## config.mk

```make
export PLATFORM = sky130hd
export DESIGN_NAME = mul_wb_seq
export DESIGN_NICKNAME = d
export VERILOG_FILES = /design/src/rtl/mul_wb_seq.sv
export SDC_FILE = /design/constraint.sdc
export NUM_CORES = 1
export LEC_CHECK = 0
export CAP_MARGIN = 30
export CORE_MARGIN = 5
export CORE_UTILIZATION = 50
export DETAILED_ROUTE_END_ITERATION = 8
export PLACE_DENSITY_LB_ADDON = 0.15
export SYNTH_ARGS = -nofsm -noshare
export SYNTH_HDL_FRONTEND = slang
export SYNTH_SLANG_ARGS = --single-unit
```

## constraint.sdc

```tcl
create_clock -name clk -period 2.65 [get_ports clk]
set_input_delay 0.3975 -clock clk [delete_from_list [all_inputs] [get_ports clk]]
set_output_delay 0.3975 -clock clk [all_outputs]
set_load 0.02 [all_outputs]
```

## src/rtl/mul_wb_seq.sv

```systemverilog
// Iterative shift-add multiplier feeding the register file write port.
// A W-cycle multiply is followed by two write-back cycles: the low half goes to
// dest and the high half to dest+1 (wrapping within 2**D registers).
module mul_wb_seq #(
  parameter int unsigned W = 8,
  parameter int unsigned D = 3
) (
  input  logic         clk,
  input  logic         reset,
  input  logic         start,
  input  logic [W-1:0] a_in,
  input  logic [W-1:0] b_in,
  input  logic [D-1:0] dest,
  output logic         busy,
  output logic         done,
  output logic         wr_en,
  output logic [D-1:0] wr_addr,
  output logic [W-1:0] wr_data
);

  localparam int unsigned CW = $clog2(W) + 1;
  localparam logic [CW-1:0] CntLast = CW'(W - 1);
  localparam logic [CW-1:0] CntOne  = CW'(1);
  localparam logic [D-1:0]  DstOne  = D'(1);

  typedef enum logic [1:0] {StIdle, StRun, StWbLo, StWbHi} state_e;

  state_e          state_q, state_d;
  logic [2*W-1:0]  mcand_q;
  logic [W-1:0]    mplier_q;
  logic [2*W-1:0]  prod_q;
  logic [CW-1:0]   cnt_q;
  logic [D-1:0]    dst_q;

  // Next-state: fixed W run cycles, then two write-back cycles.
  always_comb begin
    state_d = state_q;
    unique case (state_q)
      StIdle:  if (start) state_d = StRun;
      StRun:   if (cnt_q == CntLast) state_d = StWbLo;
      StWbLo:  state_d = StWbHi;
      StWbHi:  state_d = StIdle;
      default: state_d = StIdle;
    endcase
  end

  // State and datapath registers; operands latch only when a start is taken in IDLE.
  always_ff @(posedge clk) begin
    if (reset) begin
      state_q  <= StIdle;
      mcand_q  <= '0;
      mplier_q <= '0;
      prod_q   <= '0;
      cnt_q    <= '0;
      dst_q    <= '0;
    end else begin
      state_q <= state_d;
      if (state_q == StIdle && start) begin
        mcand_q  <= {{W{1'b0}}, a_in};
        mplier_q <= b_in;
        dst_q    <= dest;
        prod_q   <= '0;
        cnt_q    <= '0;
      end else if (state_q == StRun) begin
        if (mplier_q[0]) prod_q <= prod_q + mcand_q;
        mcand_q  <= mcand_q << 1;
        mplier_q <= mplier_q >> 1;
        cnt_q    <= cnt_q + CntOne;
      end
    end
  end

  // Outputs decode registered state only; write data/address are zero when not writing.
  always_comb begin
    busy    = 1'b0;
    done    = 1'b0;
    wr_en   = 1'b0;
    wr_addr = '0;
    wr_data = '0;
    unique case (state_q)
      StRun: busy = 1'b1;
      StWbLo: begin
        busy    = 1'b1;
        wr_en   = 1'b1;
        wr_addr = dst_q;
        wr_data = prod_q[W-1:0];
      end
      StWbHi: begin
        busy    = 1'b1;
        wr_en   = 1'b1;
        done    = 1'b1;
        wr_addr = dst_q + DstOne;
        wr_data = prod_q[2*W-1:W];
      end
      default: ;
    endcase
  end

endmodule

```

==> impl_results.md, run 1 <==
- Buffers added on ports: 35
- Core Box Area: 5439 um2
- Hold WC Path Type: flop to flop
- Number of endpoints failing setup at the final stage: 0
- Largest net degree at the start of global routing: 31
- Row Count: 27
- I/O Pins: 36
- Sw Share: 0.3615
- Total number of vias: 2296
- Count of mapped cells out of synthesis: 322
- Proportion of netlist area held by the largest area contributor: 0.3562
- Net Switching: 0.0009024 W
- Clock period minus final worst setup slack: 2516 ps
- Met2 capacity usage during global routing: 0.2762
- Post-route DRC violation count: 0
- DR pass1 iterations: 4
- Cell at the root of the clock tree: sky130_fd_sc_hd__clkbuf_8
- Total wire length: 5.974 mm
- Worst Path Class, Setup: flop to output port
- Post-synthesis share of cell area spent on xor and xnor gates: 0.04771
- Fraction of met1 tracks used by global routing: 0.2251
- Number of enable flip-flop cells after synthesis: 0
- Count of inserted antenna diode cells: 0
- Hold Crit Start: dst_q[2]$_SDFFE_PP0P_
- Area used by sequential logic in the layout: 980.9 um2
- Cell variety after synth: 44
- Cell count after placement: 418
- Total number of nets in the final design: 398
- Syn Area/Cell: 8.552 um2
- Multi-input gate area in the final layout: 1688 um2
- Power share of the sequential group: 0.381
- Achievable clock frequency: 397.4 MHz
- Syn Nets: 367
- Static Leak: 1.322 nW
- Slowest cell on the critical path: sky130_fd_sc_hd__clkdlybuf4s50_1
- Share of final-layout standard cells stronger than drive strength 1: 0.05932
- Element type at the critical path start: flop
- Mapped cell area: 2754 um2
- Simple-gate portion of the synthesized area: 0.1599
- Vias/cell: 5.390
- Cell-internal power: 0.001594 W
- Layout Skew: 6.089 ps
- Part of the cycle the worst path needs: 0.9495
- Top cells by area in the synthesized netlist: sky130_fd_sc_hd__dfxtp_1, sky130_fd_sc_hd__ha_1, sky130_fd_sc_hd__mux2i_1
- Cell family with most CP delay: buffers and inverters
- Worst-path cell chain: inv_1 > ha_1 > o21ai_0 > o21ai_0 > clkdlybuf4s50_1
- Worst-path clk slew: 90 ps
- Compound-Gate Fraction of Synth Area: 0.2085
- Combinational cell fraction of total power: 0.398
- Number of antenna-violating nets in the routed design: 0
- Multiplexer share of the synthesized area: 0.08769
- Global routing's busiest layer: met2
- Final cell count without fillers: 426
- Worst relative slew slack: 0.6081
- Arrival @ worst endpoint: 2120 ps
- Clock share of power: 0.222
- Crit path buffers/inverters: 2
- Maxcap violations: 0
- Dominant register cell in the synthesized netlist: sky130_fd_sc_hd__dfxtp_1
- Number of filler cells placed in the layout: 494
- Layout overhead on the synthesized area: 19.72%
- Required time of the worst setup path: 2250 ps
- Delay of the slowest critical-path stage: 620 ps
- RePlAce Congestion: 0.8493
- Fraction of met3 tracks used by global routing: 0.04416
- Detail Placement HPWL: 4.460 mm
- H-tree levels: 2
- Number of buffers inserted by post-CTS setup repair: 0
- Part of the Yosys area used for sequential elements: 0.3562
- Area of the die: 7092 um2
- Initial antenna violation count: 0
- Number of violations reported at the end of detailed-routing iteration 0: 79
- Vias in the first global route: 2127
- Source-to-sink clock delay at the later pin of the worst-skew pair: 300 ps
- Pin slew with the least headroom to its limit: 586.5 ps
- #FFs+latches synth: 49
- Crit-path max FO: 13
- Post-cts hold buffer count: 0
- Clock tree from TritonCTS: yes
- Yosys warning total: 0
- Post-CTS Resized: 0
- Worst-case vdd ir drop: 391.4 uV
- Startpoint of the most critical register-to-register path: mcand_q[0]$_SDFFE_PP0P_
- Width of the die: 84.22 um
- Main combinational cell family by area after synthesis: compound AO/OA/AOI/OAI gates
- Most repeated library cell on the critical path: sky130_fd_sc_hd__o21ai_0
- Initial Util: 0.5063
- Cell taking the most area after synthesis: sky130_fd_sc_hd__dfxtp_1
- CP Launch Point: state_q[0]$_SDFFE_PP0P_
- Overall Global Routing Usage: 0.1701
- Final number of max-transition violations: 0
- Power per unit of standard cell area: 757.1 nW/um2
- Status: finished clean
- Setup repair after global routing missed its margin: no
- Fraction of synthesis flops using an asynchronous set or reset pin: 0
- Average wire per standard cell: 14.02 um
- Sum of negative setup slack: 0 ps
- Worst setup EP type: output port
- Clk sinks: 49
- Final Hold Vio Count: 0
- Total CTS buffers: 5
- Maximum number of buffers from clock root to sink: 2
- Global-route wire length before repair: 9.949 mm
- Die outline height: 84.22 um
- Global-route congestion overflow total: 0
- Adder-cell area share of the yosys netlist: 0.1072
==> metal layers <==
metal	share of wire	routed length (um)	up-vias
li1	-	-	1209
met3	0.052	310	8
met1	0.48	2883	1031
met4	0.013	76	0
met2	0.45	2702	48
met5	0	0	-
==> cells in the mapped netlist (all sizes together) (2+ instances only) <==
master	n
mux2i	23
or2	2
xnor2	8
and2	2
nand4	2
nand2	37
a22o	9
nor3	3
nand3b	3
nor2b	2
o21a	2
buf	4
dfxtp	49
nor2	41
nand3	4
clkbuf	14
xor2	7
inv	5
a21oi	28
a211oi	21
a21o	5
ha	22
o21ai	14
==> final timing paths <==
path | slack, ps | cells after the start | endpoint
worst max-delay path | 130 | 5 | wr_addr[2]
worst min-delay path | 470 | 2 | dst_q[2]$_SDFFE_PP0P_
worst max register to register | 300 | 9 | prod_q[14]$_SDFFE_PP0P_
worst min register to register | 470 | 2 | dst_q[2]$_SDFFE_PP0P_
==> flip-flops by register name (all words and copies together), names as in the netlist <==
name and cells:
mcand_q 16, prod_q 16, cnt_q 4, state_q 2, mplier_q 8, dst_q 3
==> placed cells by master (no fill, tap or decap), drive strengths merged, types with 2 or more instances in the layout <==
cell | Yosys | layout
dfxtp | 49 | 49
nor2 | 41 | 41
nand2 | 37 | 37
clkdlybuf4s50 | 0 | 35
a21oi | 28 | 28
mux2i | 23 | 23
ha | 22 | 22
a211oi | 21 | 21
o21ai | 14 | 14
a22o | 9 | 9
xnor2 | 8 | 8
xor2 | 7 | 7
buf | 4 | 7
clkbuf | 14 | 7
inv | 5 | 5
a21o | 5 | 5
nand3 | 4 | 4
nand3b | 3 | 3
nor3 | 3 | 3
or2 | 2 | 2
nor2b | 2 | 2
o21a | 2 | 2
and2 | 2 | 2
nand4 | 2 | 2
==> final cells by class <==
cell class / count / share of cell area
Clock buffer: 7 / 0.02619
Inverter: 5 / 0.005693
Sequential cell: 49 / 0.2975
Multi-Input combinational cell: 250 / 0.5120
Clock inverter: 1 / 0.009108
Tap cell: 72 / 0.02732
Timing Repair Buffer: 42 / 0.1222
==> worst min-delay path, cell delays in order (launching register included) <==
cell and delay (ps):
sky130_fd_sc_hd__dfxtp_1 320, sky130_fd_sc_hd__nand2_1 50, sky130_fd_sc_hd__a21oi_1 50
==> per-stage QoR <==
step,util,cell area [um2],power [W],hold slack [ps],setup slack [ps]
2_1_floorplan,-,2754,0.001689,442.7,473.3
3_3_place_gp,0.5839,3176,0.001946,452.6,306.9
3_5_place_dp,0.5839,3176,0.001958,454.1,290.2
4_1_cts,0.6052,3292,0.002519,465.6,130.2
5_1_grt,0.6062,3297,0.002663,487.4,18.85
6_report,0.6062,3297,0.002496,465.4,134.0
==> cell families after synthesis <==
kind of cell / count (synthesis)
fa+ha+maj: 23
xor+xnor: 15
mux: 24
compound gates: 87
flops: 49
simple gates: 101
buf+inv: 23
==> power by group through the flow <==
stage               Combinational [W]  Sequential [W]  Clock (W)
detailed placement           0.000992        0.000966          0
global placement             0.000980        0.000965          0
CTS                           0.00100        0.000950   0.000567
finish                       0.000993        0.000950   0.000553
floorplan                    0.000750        0.000939          0
global route                  0.00109        0.000967   0.000602
Note: power is estimated with default switching activity, not from simulation.
==> inputs of run 2 (changes only) <==
--- a/config.mk
+++ b/config.mk
@@ -8,6 +8,7 @@
 export CAP_MARGIN = 30
 export CORE_MARGIN = 5
 export CORE_UTILIZATION = 50
+export CTS_CLUSTER_SIZE = 30
 export DETAILED_ROUTE_END_ITERATION = 8
 export PLACE_DENSITY_LB_ADDON = 0.15
 export SYNTH_ARGS = -nofsm -noshare
==> results of run 2 <==
Final layout, timing and power as in run 1 (identical DEF).
